File: config.mk
export PLATFORM = sky130hd
export DESIGN_NAME = step_sequencer
export DESIGN_NICKNAME = d
export VERILOG_FILES = /design/src/rtl/step_sequencer.sv
export SDC_FILE = /design/constraint.sdc
export NUM_CORES = 1
export LEC_CHECK = 0
export CORE_ASPECT_RATIO = 1.5
export CORE_MARGIN = 4
export CORE_UTILIZATION = 51
export CTS_CLUSTER_DIAMETER = 100
export DETAILED_ROUTE_END_ITERATION = 16
export PLACE_DENSITY_LB_ADDON = 0.3
export RECOVER_POWER = 50
export SLEW_MARGIN = 20
export SYNTH_ARGS = -nofsm -noshare
export SYNTH_HDL_FRONTEND = slang
export SYNTH_SLANG_ARGS = --single-unit
File: constraint.sdc
create_clock -name clk_in -period 5.08 [get_ports clk_in]
set_input_delay 1.016 -clock clk_in [delete_from_list [all_inputs] [get_ports clk_in]]
set_output_delay 1.016 -clock clk_in [all_outputs]
set_load 0.02 [all_outputs]
File: src/rtl/step_sequencer.sv
// Single-step / run front-panel controller: sequences the core clock-enable, retires-counter,
// watchdog and debounce sampling tick. Optional breakpoint halting enabled by `define STEP_BREAK_EN.
module step_sequencer #(
  parameter int TICK_DIV = 250000,
  parameter int TIMEOUT  = 64,
  parameter int CNT_W    = 16
) (
  input  logic             clk_in,
  input  logic             reset,
  input  logic             step_p,
  input  logic             run_p,
  input  logic             halt_p,
  input  logic             cpu_done,
  input  logic [15:0]      pc,
  input  logic [15:0]      bp_addr,
  input  logic             bp_valid,
  output logic             cpu_en,
  output logic             running,
  output logic             db_tick,
  output logic [CNT_W-1:0] retired,
  output logic             bp_hit,
  output logic             fault,
  output logic [1:0]       state
);

  // state   | meaning
  // HALTED  | core frozen, waiting for run/step press
  // STEP    | core enabled until one instruction retires
  // RUN     | core free-running
  // DRAIN   | halt requested, finishing the in-flight instruction
  typedef enum logic [1:0] {
    S_HALTED = 2'd0,
    S_STEP   = 2'd1,
    S_RUN    = 2'd2,
    S_DRAIN  = 2'd3
  } state_t;

  localparam int TICK_W = $clog2(TICK_DIV);
  localparam int WD_W   = $clog2(TIMEOUT + 1);
  localparam logic [TICK_W-1:0] TICK_LAST = TICK_W'(TICK_DIV - 1);
  localparam logic [WD_W-1:0]   WD_LIMIT  = WD_W'(TIMEOUT);

  state_t            state_q, state_d;
  logic [TICK_W-1:0] tick_cnt, tick_nxt;
  logic [WD_W-1:0]   wd_cnt, wd_nxt;
  logic              retire;
  logic              wd_expired;
  logic              bp_match;
  logic              clr_flags;
  logic              set_fault;
  logic              set_bp;

  assign retire     = cpu_en & cpu_done;
  assign wd_expired = (wd_cnt == WD_LIMIT);
  assign state      = state_q;

`ifdef STEP_BREAK_EN
  assign bp_match = bp_valid && (pc == bp_addr);
`else
  logic unused_bp;
  assign bp_match  = 1'b0;
  assign unused_bp = ^{pc, bp_addr, bp_valid};
`endif

  // Sampling tick for the debounce stages, free-running regardless of the FSM.
  always_comb begin
    tick_nxt = (tick_cnt == TICK_LAST) ? '0 : tick_cnt + 1'b1;
  end

  always_ff @(posedge clk_in or negedge reset) begin
    if (!reset) begin
      tick_cnt <= '0;
      db_tick  <= 1'b0;
    end else begin
      tick_cnt <= tick_nxt;
      db_tick  <= (tick_nxt == TICK_LAST);
    end
  end

  always_comb begin
    state_d   = state_q;
    clr_flags = 1'b0;
    set_fault = 1'b0;
    set_bp    = 1'b0;
    case (state_q)
      S_HALTED: begin
        if (!halt_p) begin
          if (run_p) begin
            state_d   = S_RUN;
            clr_flags = 1'b1;
          end else if (step_p) begin
            state_d   = S_STEP;
            clr_flags = 1'b1;
          end
        end
      end
      S_STEP: begin
        if (retire) begin
          state_d = S_HALTED;
        end else if (run_p) begin
          state_d = S_RUN;
        end else if (wd_expired) begin
          state_d   = S_HALTED;
          set_fault = 1'b1;
        end
      end
      S_RUN: begin
        // A breakpoint hit wins over a simultaneous halt so the cause is recorded.
        if (retire && bp_match) begin
          state_d = S_HALTED;
          set_bp  = 1'b1;
        end else if (halt_p) begin
          state_d = retire ? S_HALTED : S_DRAIN;
        end
      end
      S_DRAIN: begin
        if (retire) begin
          state_d = S_HALTED;
        end else if (wd_expired) begin
          state_d   = S_HALTED;
          set_fault = 1'b1;
        end
      end
      default: state_d = S_HALTED;
    endcase
  end

  // Watchdog only ages while waiting on a single instruction to finish.
  always_comb begin
    wd_nxt = '0;
    if ((state_d == state_q) && !retire &&
        ((state_q == S_STEP) || (state_q == S_DRAIN))) begin
      wd_nxt = wd_expired ? wd_cnt : wd_cnt + 1'b1;
    end
  end

  always_ff @(posedge clk_in or negedge reset) begin
    if (!reset) begin
      state_q <= S_HALTED;
      cpu_en  <= 1'b0;
      running <= 1'b0;
      wd_cnt  <= '0;
      retired <= '0;
      fault   <= 1'b0;
    end else begin
      state_q <= state_d;
      cpu_en  <= (state_d != S_HALTED);
      running <= (state_d == S_RUN) || (state_d == S_DRAIN);
      wd_cnt  <= wd_nxt;
      if (retire) begin
        retired <= retired + 1'b1;
      end
      if (set_fault) begin
        fault <= 1'b1;
      end else if (clr_flags) begin
        fault <= 1'b0;
      end
    end
  end

`ifdef STEP_BREAK_EN
  always_ff @(posedge clk_in or negedge reset) begin
    if (!reset) begin
      bp_hit <= 1'b0;
    end else if (set_bp) begin
      bp_hit <= 1'b1;
    end else if (clr_flags) begin
      bp_hit <= 1'b0;
    end
  end
`else
  assign bp_hit = 1'b0;
`endif

endmodule
==> results.sh <==
export IMPL_dieArea_um2=5600
export IMPL_max_vdd_ir_drop_mv=0.253
export IMPL_cts_buffers=5
export IMPL_ys_warn_count=0
export IMPL_coreArea_um2=4280
export IMPL_ios=62
export IMPL_grt_pass1_vias=1624
export IMPL_fp_dieH_um=89.7
export IMPL_p_leak_nw=1.11
export IMPL_r2r_slack_ns=2.63
export IMPL_clk_insertion_delay_late_ns=0.30
export IMPL_track_usage_pct=16.5
export IMPL_path_class="in2async"
export IMPL_slew_violations=48
export IMPL_crit_buf_inv=1
export IMPL_slowest_delay_ns=1.69
export IMPL_power_frac_comb_pct=24.0
export IMPL_cts_tree="built"
export IMPL_postCtsSetupBuffers=0
export IMPL_slew_headroom_pct=-61.4
export IMPL_finalHoldViolCount=0
export IMPL_power_switching_uw=286
export IMPL_start_util_pct=53.0
export IMPL_antenna_found_initial=0
export IMPL_grt_first_pass_wirelength_mm=7.38
export IMPL_critical_path_depth=1
export IMPL_worstPathArrival_ns=2.73
export IMPL_via_count=1603
export IMPL_ys_seq_area_share_pct=51.9
export IMPL_drtIter0Drc=79
export IMPL_syn_area_um2=2270
export IMPL_r2r_start="tick_cnt[8]"
export IMPL_cap_violations=1
export IMPL_postRouteAntennaNets=0
export IMPL_cts_hold_fix_buffers=0
export IMPL_critPathLaunch="reset"
export IMPL_setup_violations=0
export IMPL_htree_levels=2
export IMPL_violations="capacitance limit, slew limit"
export IMPL_worst_pin_slew_ns=2.42
export IMPL_cts_buffer_depth=2
export IMPL_period_minus_slack_ns=2.82
export IMPL_clock_sinks=47
export IMPL_r2r_end="db_tick"
export IMPL_fin_worst_skew_ns=0.00787
export IMPL_p_clk_share_pct=24.5
export IMPL_fmax_ghz=0.354
export IMPL_ctsResizeCount=0
export IMPL_hp_class="reg2reg"
export IMPL_min_period_over_period_pct=55.6
export IMPL_cp_top_family="buffers and inverters"
export IMPL_post_dp_hpwl_mm=3.04
export IMPL_layout_commonest_cell="dfrtp_1"
export IMPL_area_growth_pct=16.1
export IMPL_grt_start_max_net_pins=48
export IMPL_gr_total_overflow=0
export IMPL_cts_root_buf="clkbuf_8"
export IMPL_rows=29
export IMPL_crit_path_end_kind="async pin"
export IMPL_synth_cells=214
export IMPL_final_cell_mix="dfrtp_1, clkdlybuf4s50_1, nor2_1, xnor2_1, nand2_1"
export IMPL_syn_nets=257
export IMPL_dr_pass1_iters=4
export IMPL_start_kind="primary input"
export IMPL_nFillCells=373
export IMPL_fin_tns_setup_ns=0
export IMPL_critPathSlowestCell="clkbuf_1"
export IMPL_diodes=0
export IMPL_p_sw_share_pct=31.8
export IMPL_avgRoutedWirePerCell_um=14.3
export IMPL_p_seq_share_pct=51.5
export IMPL_power_density_nw_per_um2=342
export IMPL_clk_pin_slew_worst_paths_ns=0.08
export IMPL_place_congestion=0.804
export IMPL_ys_ff_latch=47
export IMPL_rr_worst_depth=5
export IMPL_viasPerCell=5.53
export IMPL_avgSynthCellArea_um2=10.6
export IMPL_wirelength_mm=4.14
export IMPL_required_ns=4.98
export IMPL_worstSetupEndpoint="wd_cnt[4]"
export IMPL_internal_power_uw=615
export IMPL_drc=0
export IMPL_path_cells="clkbuf_1"
export IMPL_fin_hold_ws_ns=0.476
export IMPL_cp_max_fo=47
export IMPL_port_buffers=27
export IMPL_drive_gt1_share_pct=6.97
export IMPL_die_w_um=62.4
export IMPL_rsz0062_at_grt="no"
export IMPL_yosysUniqueCellTypes=41
export IMPL_status="finished with violations"
export IMPL_nets=286
## state kept, by name (all words and copies together), names as in the netlist
signal    flops
retired      16
state         2
cpu_en        1
fault         1
wd_cnt        7
running       1
db_tick       1
tick_cnt     18
## final cells by class
cell class | instances | area [um^2] | area share, %
Sequential cell | 47 | 1180 | 44.7
Tap cell | 46 | 57.6 | 2.19
Clock buffer | 5 | 68.8 | 2.61
Inverter | 8 | 30.0 | 1.14
Multi-Input combinational cell | 154 | 1020 | 38.6
Timing Repair Buffer | 27 | 264 | 10.0
Clock inverter | 3 | 18.8 | 0.713
## per-stage QoR
| stage | instances | total power, mW | util, % | setup slack [ns] | cell area (um^2) |
|---|---|---|---|---|---|
| after detailed placement | 282 | 0.694 | 59.9 | 2.41 | 2560 |
| after floorplan | 214 | 0.582 | - | 3.09 | 2270 |
| after CTS | 290 | 0.916 | 62.0 | 2.63 | 2650 |
| final | 290 | 0.902 | 61.5 | 2.26 | 2630 |
| after global routing | 290 | 0.962 | 61.5 | 1.72 | 2630 |
| after global placement | 282 | 0.688 | 59.9 | 2.41 | 2560 |
## metal layers
layer / track usage [%] / up-vias / share of wire (%)
met5: 0 / - / 0
met4: 4.82 / 0 / 1.2
met3: 2.99 / 5 / 2.6
met2: 31.4 / 20 / 53
met1: 19.0 / 782 / 43
li1: - / 796 / -
## synthesized netlist by cell type
cell type | number | share of area (%)
a2111oi_2 | 1 | 0.66
a21boi_0 | 2 | 0.66
a21oi_1 | 2 | 0.44
a221oi_1 | 2 | 0.77
a31oi_1 | 1 | 0.28
and2_1 | 2 | 0.55
and2_2 | 1 | 0.33
and3_1 | 4 | 1.1
and4_1 | 2 | 0.77
and4b_1 | 1 | 0.44
and4bb_2 | 1 | 0.55
buf_2 | 2 | 0.44
buf_4 | 1 | 0.33
clkbuf_1 | 2 | 0.33
conb_1 | 1 | 0.17
dfrtp_1 | 47 | 52
ha_1 | 4 | 2.2
inv_1 | 8 | 1.3
mux2_2 | 1 | 0.50
nand2_1 | 15 | 2.5
nand2b_1 | 2 | 0.55
nand3_1 | 14 | 3.1
nand4_1 | 11 | 3.0
nand4b_1 | 2 | 0.77
nor2_1 | 24 | 4.0
nor2b_1 | 1 | 0.28
nor3_1 | 3 | 0.66
nor3b_1 | 2 | 0.66
nor4_1 | 2 | 0.55
nor4b_1 | 3 | 1.2
nor4b_4 | 1 | 1.0
o2111ai_1 | 1 | 0.39
o21a_1 | 1 | 0.33
o21ai_0 | 5 | 1.1
o41ai_1 | 1 | 0.39
or2_2 | 2 | 0.55
or3_2 | 1 | 0.33
or3b_2 | 1 | 0.39
or4b_4 | 1 | 0.61
xnor2_1 | 24 | 9.3
xor2_1 | 12 | 4.6
## worst min-delay path by stage
| stage | from | endpoint | slack, ns | cells after the start |
|---|---|---|---|---|
| after floorplan | wd_cnt[0] | wd_cnt[0] | 0.45 | 1 |
| after global routing | retired[15] | retired[15] | 0.50 | 1 |
| final | retired[15] | retired[15] | 0.48 | 1 |
| after global placement | retired[15] | retired[15] | 0.46 | 1 |
| after detailed placement | retired[15] | retired[15] | 0.47 | 1 |
| after CTS | retired[15] | retired[15] | 0.48 | 1 |
## power groups by stage
stage | sequential, mW | combinational (mW) | clock (mW)
floorplan | 0.508 | 0.0741 | 0
global placement | 0.472 | 0.216 | 0
detailed placement | 0.473 | 0.221 | 0
CTS | 0.466 | 0.221 | 0.229
global route | 0.475 | 0.238 | 0.249
finish | 0.464 | 0.216 | 0.221
## cell families after synthesis
kind of cell	Yosys count	synth area share [%]
flops	47	51.9
mux	1	0.497
fa+ha+maj	4	2.21
compound gates	16	5.02
xor+xnor	36	13.9
buf+inv	13	2.43
other cells	1	0.165
simple gates	96	23.9
No activity file was read; power rests on OpenSTA's default activity.
